`config.mk`:
```
export PLATFORM = sky130hd
export DESIGN_NAME = mem_access_unit
export DESIGN_NICKNAME = d
export VERILOG_FILES = /design/src/rtl/mem_access_unit.sv
export SDC_FILE = /design/constraint.sdc
export NUM_CORES = 1
export LEC_CHECK = 0
export ABC_AREA = 1
export ABC_CLOCK_PERIOD_IN_PS = 3700
export CAP_MARGIN = 20
export CORE_UTILIZATION = 41
export CTS_BUF_LIST = sky130_fd_sc_hd__clkbuf_4
export DETAILED_ROUTE_END_ITERATION = 16
export PLACE_DENSITY = 0.8
export SYNTH_ARGS = -nofsm -noshare
export SYNTH_HDL_FRONTEND = slang
export SYNTH_SLANG_ARGS = --single-unit
```
`constraint.sdc`:
```
create_clock -name clk -period 3.7 [get_ports clk]
set_input_delay 0.37 -clock clk [delete_from_list [all_inputs] [get_ports clk]]
set_output_delay 0.37 -clock clk [all_outputs]
set_load 0.005 [all_outputs]
```
`src/rtl/mem_access_unit.sv`:
```
// mem_access_unit: MEM-stage load/store engine.
// Runs one data-bus transaction per EX/MEM load or store, steering store
// bytes onto the bus lanes and aligning/extending load data. It holds the
// pipeline through stall_mem until the bus answers or the access times out.
module mem_access_unit #(
  parameter int WIDTH   = 32,
  parameter int TIMEOUT = 16,
  parameter int CNT_W   = 8
) (
  input  logic             clk,
  input  logic             reset,
  input  logic             mem_en,
  input  logic             Mem_rw,
  input  logic [2:0]       size_type,
  input  logic [WIDTH-1:0] addr,
  input  logic [WIDTH-1:0] store_data,
  output logic             stall_mem,
  output logic [WIDTH-1:0] load_data,
  output logic             ld_valid,
  output logic             misalign_err,
  output logic             bus_err,
  output logic             dbus_req,
  output logic             dbus_we,
  output logic [WIDTH-1:0] dbus_addr,
  output logic [3:0]       dbus_be,
  output logic [WIDTH-1:0] dbus_wdata,
  input  logic             dbus_ack,
  input  logic [WIDTH-1:0] dbus_rdata
);

  localparam logic [1:0] IDLE = 2'b00;
  localparam logic [1:0] REQ  = 2'b01;
  localparam logic [1:0] DONE = 2'b10;

  // Last counter value before the access is abandoned (unused when TIMEOUT==0).
  localparam logic [CNT_W-1:0] TO_LAST = (TIMEOUT == 0) ? '0 : CNT_W'(TIMEOUT - 1);

  // funct3 encodings
  localparam logic [2:0] SZ_B  = 3'b000;
  localparam logic [2:0] SZ_H  = 3'b001;
  localparam logic [2:0] SZ_W  = 3'b010;
  localparam logic [2:0] SZ_BU = 3'b100;
  localparam logic [2:0] SZ_HU = 3'b101;

  logic [1:0]       state;
  logic [1:0]       state_nxt;
  logic [CNT_W-1:0] cnt;
  logic [2:0]       size_q;
  logic [1:0]       off_q;
  logic             misalign;
  logic             access_start;
  logic             in_req;
  logic             timeout_hit;
  logic             req_ack;
  logic             req_abandon;

  // Halfwords must sit on even addresses, words on multiples of four;
  // the three unused funct3 codes are always rejected.
  function automatic logic is_misaligned(input logic [2:0] size, input logic [1:0] off);
    logic bad;
    case (size)
      SZ_B, SZ_BU: bad = 1'b0;
      SZ_H, SZ_HU: bad = off[0];
      SZ_W:        bad = (off != 2'b00);
      default:     bad = 1'b1;
    endcase
    return bad;
  endfunction

  // Byte enables for a store; loads always fetch the whole word.
  function automatic logic [3:0] store_be(input logic we, input logic [2:0] size,
                                          input logic [1:0] off);
    logic [3:0] be;
    if (!we) begin
      be = 4'b1111;
    end else begin
      case (size[1:0])
        2'b00:   be = 4'b0001 << off;
        2'b01:   be = off[1] ? 4'b1100 : 4'b0011;
        default: be = 4'b1111;
      endcase
    end
    return be;
  endfunction

  // Store data replicated across every lane it could land in, so the
  // byte enables alone select the target bytes.
  function automatic logic [WIDTH-1:0] store_lanes(input logic we, input logic [2:0] size,
                                                   input logic [WIDTH-1:0] sd);
    logic [WIDTH-1:0] wd;
    if (!we) begin
      wd = '0;
    end else begin
      case (size[1:0])
        2'b00:   wd = {4{sd[7:0]}};
        2'b01:   wd = {2{sd[15:0]}};
        default: wd = sd;
      endcase
    end
    return wd;
  endfunction

  // Shift the addressed bytes down to bit 0, then sign- or zero-extend.
  function automatic logic [WIDTH-1:0] format_load(input logic [2:0] size, input logic [1:0] off,
                                                   input logic [WIDTH-1:0] rdata);
    logic [WIDTH-1:0]  sh;
    logic signed [7:0]  b8;
    logic signed [15:0] h16;
    logic [WIDTH-1:0]  res;
    sh  = rdata >> {off, 3'b000};
    b8  = sh[7:0];
    h16 = sh[15:0];
    case (size)
      SZ_B:    res = WIDTH'(b8);
      SZ_H:    res = WIDTH'(h16);
      SZ_BU:   res = {{(WIDTH-8){1'b0}}, sh[7:0]};
      SZ_HU:   res = {{(WIDTH-16){1'b0}}, sh[15:0]};
      default: res = sh;
    endcase
    return res;
  endfunction

  assign misalign     = is_misaligned(size_type, addr[1:0]);
  assign access_start = (state == IDLE) && mem_en && !misalign;
  assign in_req       = (state == REQ);
  assign timeout_hit  = (TIMEOUT != 0) && (cnt == TO_LAST);
  assign req_ack      = in_req && dbus_ack;
  assign req_abandon  = in_req && !dbus_ack && timeout_hit;

  // Combinational handshake back to the pipeline; forced low while in reset.
  assign stall_mem    = !reset && (access_start || in_req);
  assign misalign_err = !reset && (state == IDLE) && mem_en && misalign;
  assign dbus_req     = in_req;

  // Next-state selection for the IDLE -> REQ -> DONE sequence.
  always_comb begin
    state_nxt = state;
    case (state)
      IDLE:    if (access_start) state_nxt = REQ;
      REQ:     if (dbus_ack || timeout_hit) state_nxt = DONE;
      DONE:    state_nxt = IDLE;
      default: state_nxt = IDLE;
    endcase
  end

  // State register, timeout counter and the one-cycle status pulses.
  always_ff @(posedge clk or posedge reset) begin
    if (reset) begin
      state    <= IDLE;
      cnt      <= '0;
      ld_valid <= 1'b0;
      bus_err  <= 1'b0;
    end else begin
      state    <= state_nxt;
      ld_valid <= req_ack && !dbus_we;
      bus_err  <= req_abandon;
      if (access_start) begin
        cnt <= '0;
      end else if (in_req && !dbus_ack) begin
        cnt <= cnt + CNT_W'(1);
      end
    end
  end

  // Capture the access at issue; bus outputs stay frozen until the next one.
  always_ff @(posedge clk or posedge reset) begin
    if (reset) begin
      dbus_we    <= 1'b0;
      dbus_addr  <= '0;
      dbus_be    <= 4'b0000;
      dbus_wdata <= '0;
      size_q     <= 3'b000;
      off_q      <= 2'b00;
    end else if (access_start) begin
      dbus_we    <= Mem_rw;
      dbus_addr  <= {addr[WIDTH-1:2], 2'b00};
      dbus_be    <= store_be(Mem_rw, size_type, addr[1:0]);
      dbus_wdata <= store_lanes(Mem_rw, size_type, store_data);
      size_q     <= size_type;
      off_q      <= addr[1:0];
    end
  end

  // Load result: updated on a completed load, cleared on a timeout, else held.
  always_ff @(posedge clk or posedge reset) begin
    if (reset) begin
      load_data <= '0;
    end else if (req_ack && !dbus_we) begin
      load_data <= format_load(size_q, off_q, dbus_rdata);
    end else if (req_abandon) begin
      load_data <= '0;
    end
  end

endmodule

```
; ---- Yosys cells after proc, flatten, opt, wreduce, memory -nomap -nowiden
; Index checks and enable logic that the tools add are counted.
[totals]
regBits = 116
latchBits = 0
ram_bits = 0
mem_bits_ro = 0
in_bits = 104
output_inout_bits = 106
mem_count = 0
[classes]
n_addsub = 1
mul = 0
div = 0
n_lt_le_gt_ge = 0
n_eq_ne = 12
shift = 2
n_mux = 14
bitwise_logic = 0
reduce_logical = 26
[ops]
columns = cell, count
row1 = $pmux W32 S4, 1
row2 = $mux W32, 3
row3 = $pmux W32 S2, 1
row4 = $shr A32 B5 Y32, 1
row5 = $mux W8, 2
row6 = $eq A3 B3 Y1 const B, 4
row7 = $logic_and A1 B1 Y1, 10
row8 = $add A8 B1 Y8 const B, 1
row9 = $eq A8 B4 Y1 const B, 1
row10 = $mux W4, 2
row11 = $pmux W4 S2, 1
row12 = $eq A3 B1 Y1 const B, 2
row13 = $logic_not A3 Y1, 2
row14 = $reduce_bool A2 Y1, 3
row15 = $eq A2 B1 Y1 const B, 2
row16 = $logic_not A1 Y1, 4
row17 = $logic_not A2 Y1, 2
row18 = $mux W2, 2
row19 = $pmux W2 S2, 1
row20 = $reduce_or A2 Y1, 2
row21 = $shl A1 B2 Y4 const A, 1
row22 = $eq A3 B2 Y1 const B, 1
row23 = $pmux W1 S3, 1
row24 = $logic_or A1 B1 Y1, 2
row25 = 3 further kinds, 3

; ---- Logic depth before layout (Yosys ltp)
; Gate-level depths: netlist of the first run.
[depth]
ltp_word = 7
depth_mapped = 10

; ---- Least setup slack after synthesis of the first run
; No wires, ideal clock.
[synth_timing]
kind = input to output
from = in size_type[1]
to = out stall_mem
arrival_ps = 1225
t_required_ps = 3330
slack_ps = 2105
stages = 6
path_buffers = 3
cell_sequence = buf_4 -> o21ai_4 -> nand3_4 -> buf_6 -> buf_4 -> a21oi_1
[synth_via]
elab_chain_len = 7
elab_cells_between_ends = 12
classes_between = 4 x eq/ne / 1 x mux / 7 x reduce/logical
[synth_rtl]
columns = item, line
row1 = start: declaration, 14  ; input logic [2:0] size_type,
row2 = $eq A3 B1 Y1 (tied with other cells), 61  ; case (size)
row3 = $reduce_or A2 Y1, 61
row4 = $pmux W1 S3 (*), 61
row5 = $logic_not A1 Y1 (*), 124  ; assign access_start = (state == IDLE) && mem_en && !misalign;
row6 = $logic_and A1 B1 Y1 (*), 124
row7 = $logic_or A1 B1 Y1 (*), 131  ; assign stall_mem = !reset && (access_start || in_req);
row8 = $logic_and A1 B1 Y1 (*), 131
row9 = end: declaration, 17  ; output logic stall_mem,
; Every way passes the cells marked *; elsewhere a longest branch is shown, timed or not.

; ---- Worst setup path after layout of the first run
[layout_timing]
from = in size_type[0]
to = out stall_mem
; Same word-level chain as after synthesis.

==> flow_metrics.py, run 1 <==
metrics = {
    "setup_path": {
        "crit_type": "primary input to primary output",
        "startpoint_type": "primary input",
        "worst_r2r_endpoint": "dbus_wdata[26]",
        "required_ns": 3.33,
        "end_kind": "primary output",
        "cp_max_fo": 20,
        "worst_ep_arrival_time_ns": 2.25,
        "r2r-start": "state[1]",
        "timing.reg2reg.setup_slack_ns": 1.45,
        "reg2reg_depth": 8,
    },
    "floorplanning": {
        "core_region_area_sq_um": 13930,
        "initial_utilization_pct": 42.20,
        "fp.dieH_um": 121.8,
        "io_pins": 210,
        "die_x_um": 121.8,
        "dieArea_sq_um": 14830,
        "rows": 43,
    },
    "global_routing": {
        "grt_pass1_vias": 5574,
        "grt.overflow.total": 0,
        "track_usage_pct": 24.40,
        "grt_pass1_wl_um": 27700,
        "antenna_found_initial": 0,
        "grt_max_degree": 76,
    },
    "clock_tree": {
        "hold_buffers": 0,
        "clock_path_buffers": 2,
        "htreeDepth": 4,
        "cts_tree": "built",
        "cts_made_buffers": 17,
        "ctsResizeCount": 0,
        "clock_sinks": 116,
        "post-cts-setup-buffer-count": 0,
        "root_buffer": "clkbuf_4",
        "clk_pin_slew_ns": 0.12,
        "clk_latency_ns": 0.55,
    },
    "synth": {
        "seq_area_frac_synth_pct": 49.36,
        "yosys.area.top_type": "dfrtp_1",
        "synth.distinct_cells": 34,
        "syn_inst": 785,
        "synth_edf_count": 0,
        "ys_warn_count": 0,
        "ys.flop_type": "dfrtp_1",
        "netlist_area_sq_um": 5881,
        "ys_ff_latch": 116,
        "syn_area_per_cell_sq_um": 7.491,
        "asyncSetResetFlopFracSynth_pct": 100.0,
        "synth_top_area_share_pct": 49.36,
        "ys_top_cells_by_area": "dfrtp_1 (49%), nand2_1 (24%), nand3_1 (6.8%), nor2_1 (3.3%), inv_1 (1.9%)",
    },
    "timing": {
        "finalCritPeriodShare_pct": 70.79,
        "fin_crit_ns": 2.619,
        "holdWs_ns": 0.3248,
        "finalMaxSlewViolations": 0,
        "fin_setup_tns_ns": 0,
        "rsz0062_at_grt": "false",
        "relSlewSlack_pct": 47.64,
        "worst_pin_slew_ns": 0.7842,
        "finalSetupViolCount": 0,
        "timing.fmax_mhz": 381.8,
        "hold_viol": 0,
        "finClkSkew_ns": 0.01718,
    },
    "cells_and_area": {
        "drive_above_1_share_pct": 6.269,
        "area_growth_pct": 41.17,
        "nets": 1081,
        "n_antenna_cell": 0,
        "fillers": 1282,
    },
    "drt": {
        "wire_per_inst_um": 15.02,
        "postRouteAntennaNets": 0,
        "drt_iter0_markers": 465,
        "drc": 0,
        "vias_per_cell": 5.063,
        "wl_um": 17550,
        "drt_pass1_iterations": 6,
        "dr_total_vias": 5919,
    },
    "power_and_ir_drop": {
        "power.internal_uw": 3211,
        "p_sw_uw": 1721,
        "powerDensity_nw_per_um2": 594.0,
        "pwr-share-clk_pct": 20.4,
        "seq_power_share_pct": 39.5,
        "leakage_uw": 0.004137,
        "p_sw_share_pct": 34.89,
        "p_comb_share_pct": 40.0,
        "vdd_ir_drop_max_mv": 0.2730,
    },
    "placed_design": {
        "dp_hpwl_um": 12400,
        "place.gp.congestion": 0.9332,
        "io_buffer_count": 207,
    },
    "outcome": {
        "outcome": "finished, final reports clean",
    },
    "hold_path": {
        "holdPathEnd": "dbus_addr[20]",
        "hp-start": "addr[20]",
        "holdPathStages": 3,
        "hold_class": "primary input to flop",
    },
    "flow_run": {
        "max-cap-violations": 0,
    },
}
-- critical path, cell delays in order --
cell	delay, ns
clkdlybuf4s50_1	0.53
inv_2	0.21
nand3_1	0.11
nand2_2	0.10
nand3_4	0.22
a21oi_1	0.19
clkdlybuf4s50_1	0.51
-- flip-flops by register name, indices dropped and copies added, names as in the netlist, 2 cells and up --
name and cells:
dbus_addr 30, cnt 8, state 2, size_q 3, load_data 32, dbus_be 4
dbus_wdata 32, off_q 2
-- synth_stat cells (2+ instances only) --
cell and n:
clkbuf_1 4, a211oi_1 2, nand2_2 2, a21oi_1 19, nand3_1 80, o21ai_0 20, nor2_4 2, nand4_1 5
or2_2 2, o211ai_1 11, nor2_1 52, buf_6 6, inv_2 7, inv_1 29, buf_2 19, nand2_1 375
buf_1 2, buf_4 14, nor3_1 2, nand3_4 3, dfrtp_1 116
-- worst max-delay path by stage --
stage | start | end | cells past startpoint
3_5_place_dp | size_type[0] | dbus_wdata[26] | 9
4_1_cts | size_type[0] | misalign_err | 6
5_1_grt | state[0] | stall_mem | 6
2_1_floorplan | reset | bus_err | 1
6_report | size_type[0] | stall_mem | 7
3_3_place_gp | size_type[0] | dbus_wdata[10] | 9
-- kinds of logic after synthesis --
family | count (synthesis) | synth area share (%)
and+or+nand+nor | 527 | 37.17
DFF | 116 | 49.36
buffers and inverters | 83 | 7.447
adders and majority gates | 1 | 0.2127
xor gates and xnor gates | 1 | 0.1490
AOI/OAI and AO/OA | 56 | 5.596
other | 1 | 0.06377
-- layer usage --
metal / routed length [um] / vias to the layer above / GRT usage [%] / share of wire, %
li1: - / 2851 / - / -
met1: 7248 / 2734 / 30.70 / 41
met2: 8048 / 304 / 38.14 / 46
met3: 1893 / 30 / 8.474 / 11
met4: 362 / 0 / 9.954 / 2.1
met5: 0 / - / 0 / 0
-- cell type report --
cell class,count,area [sq um],share of cell area [%]
Clock buffer,17,127.6,1.537
Timing Repair Buffer,216,2172,26.16
Inverter,38,150.1,1.809
Sequential cell,116,2903,34.97
Clock inverter,15,180.2,2.170
Tap cell,180,225.2,2.713
Multi-Input combinational cell,587,2544,30.64
-- cells in the final DEF, fill, tap and decap left out, types with 3 or more instances in the layout --
cell type,Yosys,final
o21ai_0,20,20
clkinvlp_4,0,5
nand3_4,3,3
nor2_1,52,52
inv_1,29,28
inv_2,7,7
buf_4,14,7
clkbuf_4,0,17
nand4_1,5,5
clkdlybuf4s50_1,0,207
nand2_1,375,375
a21oi_1,19,19
o211ai_1,11,11
bufinv_16,0,3
dfrtp_1,116,116
nand3_1,80,80
inv_6,1,5
-- power groups by stage --
stage               Combinational [uW]  Sequential [uW]  Clock [uW]
finish                            1970             1950        1010
global route                      2190             2000        1080
CTS                               1990             1950        1030
detailed placement                1980             1960           0
global placement                  1940             1960           0
floorplan                          911             1940           0
-- metrics by stage --
step | setup WS [ns] | total power, uW | utilization, % | cells | instance area [sq um]
finish | 1.081 | 4931 | 59.58 | 1169 | 8302
global route | 0.9550 | 5267 | 59.58 | 1169 | 8302
CTS | 1.071 | 4968 | 59.38 | 1168 | 8274
detailed placement | 0.8268 | 3942 | 57.17 | 1136 | 7966
global placement | 0.9172 | 3905 | 57.17 | 1136 | 7966
floorplan | 0.2576 | 2852 | - | 786 | 5884
Note: power is estimated with default switching activity, not from simulation.
==> run 2: changes to the inputs <==
--- a/config.mk
+++ b/config.mk
@@ -6,12 +6,12 @@
 export NUM_CORES = 1
 export LEC_CHECK = 0
 export ABC_AREA = 1
-export ABC_CLOCK_PERIOD_IN_PS = 3700
+export ABC_CLOCK_PERIOD_IN_PS = 2300
 export CAP_MARGIN = 20
 export CORE_UTILIZATION = 41
 export CTS_BUF_LIST = sky130_fd_sc_hd__clkbuf_4
 export DETAILED_ROUTE_END_ITERATION = 16
-export PLACE_DENSITY = 0.8
+export PLACE_DENSITY = 0.83
 export SYNTH_ARGS = -nofsm -noshare
 export SYNTH_HDL_FRONTEND = slang
 export SYNTH_SLANG_ARGS = --single-unit
==> constraint.sdc (replaced) <==
create_clock -name clk -period 2.3 [get_ports clk]
set_input_delay 0.23 -clock clk [delete_from_list [all_inputs] [get_ports clk]]
set_output_delay 0.23 -clock clk [all_outputs]
set_load 0.005 [all_outputs]
==> flow_metrics.py, run 2 (synthesis results as in run 1) <==
metrics = {
    "cells_and_area": {
        "n_antenna_cell": 0,
        "area_growth_pct": 42.19,
        "top_regs": "dbus_wdata (32), load_data (32), dbus_addr (30)",
        "layout_commonest_cell": "nand2_1",
        "layout_common_cells": "nand2_1 (375), clkdlybuf4s50_1 (207), dfrtp_1 (116), nand3_1 (80), nor2_1 (52)",
        "drive_above_1_share_pct": 6.827,
        "postLayoutCellArea_sq_um": 8362,
        "nets": 1088,
    },
    "setup_path": {
        "crit_path_start": "state[0]",
        "reg2reg_depth": 8,
        "startpoint_type": "flop",
        "end_kind": "primary output",
        "cp_max_fo": 2,
        "worst_ep_arrival_time_ns": 1.91,
        "worst_r2r_endpoint": "load_data[19]",
        "required_ns": 2.07,
        "timing.reg2reg.setup_slack_ns": 0.57,
        "r2r-start": "off_q[0]",
        "crit_type": "flop to primary output",
    },
    "drt": {
        "dr_total_vias": 5824,
        "wire_per_inst_um": 14.87,
        "drc": 0,
        "postRouteAntennaNets": 0,
        "vias_per_cell": 4.952,
        "drt_iter0_markers": 479,
        "wl_um": 17490,
        "drt_pass1_iterations": 5,
    },
    "floorplanning": {
        "initial_utilization_pct": 42.20,
        "dieArea_sq_um": 14830,
        "rows": 43,
        "io_pins": 210,
        "fp.dieH_um": 121.8,
        "die_x_um": 121.8,
        "core_region_area_sq_um": 13930,
    },
    "clock_tree": {
        "cts_tree": "built",
        "cts_made_buffers": 17,
        "htreeDepth": 4,
        "root_buffer": "clkbuf_4",
        "hold_buffers": 0,
        "clk_pin_slew_ns": 0.10,
        "clock_path_buffers": 2,
        "clk_latency_ns": 0.56,
        "clock_sinks": 116,
    },
    "timing": {
        "fin_setup_tns_ns": 0,
        "hold_viol": 0,
        "finalCritPeriodShare_pct": 93.19,
        "rsz0062_at_grt": "false",
        "finClkSkew_ns": 0.01381,
        "relSlewSlack_pct": 45.90,
        "finalWorstSetupSlack_ns": 0.1567,
        "finalSetupViolCount": 0,
        "timing.fmax_mhz": 466.6,
        "finalMaxSlewViolations": 0,
        "fin_crit_ns": 2.143,
        "worst_pin_slew_ns": 0.8103,
    },
    "outcome": {
        "outcome": "finished, final reports clean",
    },
    "placed_design": {
        "place.gp.congestion": 0.9341,
        "io_buffer_count": 207,
        "place_area_sq_um": 8065,
        "dp_hpwl_um": 12450,
        "post-place-ws_ns": 0.1539,
    },
    "power_and_ir_drop": {
        "vdd_ir_drop_max_mv": 0.5069,
        "seq_power_share_pct": 39.8,
        "powerDensity_nw_per_um2": 946.9,
        "power.internal_uw": 5194,
        "pwr-share-clk_pct": 19.8,
        "p_sw_share_pct": 34.40,
        "power_uw": 7918,
        "leakage_uw": 0.004175,
        "p_sw_uw": 2724,
        "p_comb_share_pct": 40.3,
    },
    "global_routing": {
        "grt_use_met3_pct": 9.878,
        "gr-max-usage-layer": "met2",
        "grtUsageMet2_pct": 39.65,
        "track_usage_pct": 24.76,
        "met1_usage_pct": 29.92,
        "grt_pass1_wl_um": 27810,
        "grt_pass1_vias": 5495,
        "grt.overflow.total": 0,
        "antenna_found_initial": 0,
        "grt_max_degree": 94,
    },
    "hold_path": {
        "hold_class": "primary input to asynchronous set/reset pin",
    },
    "flow_run": {
        "max-cap-violations": 0,
    },
}
run 2: cell count changes in the layout (fill, tap and decap cells not counted), sizes merged:
cell      before  now
buf            9   16
clkbuf        17   18
clkinv         4    9
clkinvlp       5    3
inv           41   37
run 2: power groups by stage:
stage	Sequential, uW	Combinational (uW)	Clock (uW)
global placement	3170	3150	0
CTS	3150	3230	1610
floorplan	3120	1470	0
global route	3230	3550	1720
detailed placement	3170	3220	0
finish	3150	3190	1570
run 2: cell type report:
type | count | area, sq um
inverter | 38 | 151.4
timing repair buffer | 223 | 2242
sequential | 116 | 2903
clock buffer | 18 | 135.1
clock inverter | 14 | 161.4
fill | 1233 | 5573
tap | 180 | 225.2
multi-input combinational | 587 | 2544
run 2: routing by layer:
layer	up-vias	part of all wire [%]
met2	252	47
met4	0	1.8
met1	2683	41
met3	27	10
li1	2862	-
met5	-	0
run 2: worst max-delay path, stage by stage, from the launching register on:
cell	delay, ns
dfrtp_1	0.40
inv_1	0.06
nand3_1	0.11
inv_2	0.09
nand3_4	0.08
a21oi_1	0.13
clkdlybuf4s50_1	0.51
run 2: how the worst max path moves through the flow:
stage	endpoint	slack [ns]	cells past startpoint
6_report	stall_mem	0.16	6
3_5_place_dp	cnt[3]	0.15	9
4_1_cts	stall_mem	0.08	6
5_1_grt	stall_mem	0.01	6
2_1_floorplan	bus_err	0.66	1
3_3_place_gp	dbus_be[2]	0.18	10
run 2: per-stage QoR:
stage	utilization (%)	std cells	hold WS [ns]
6_report	60.01	1176	0.1755
5_1_grt	60.01	1176	0.1553
4_1_cts	60.01	1176	0.1571
3_5_place_dp	57.88	1144	0.4646
3_3_place_gp	57.88	1144	0.4615
2_1_floorplan	-	786	0.3396
run 2: timing repair:
action	4_1_cts	5_1_grt
resized for setup	0	1
setup buffers	0	0
setup endpoints to repair	0	1
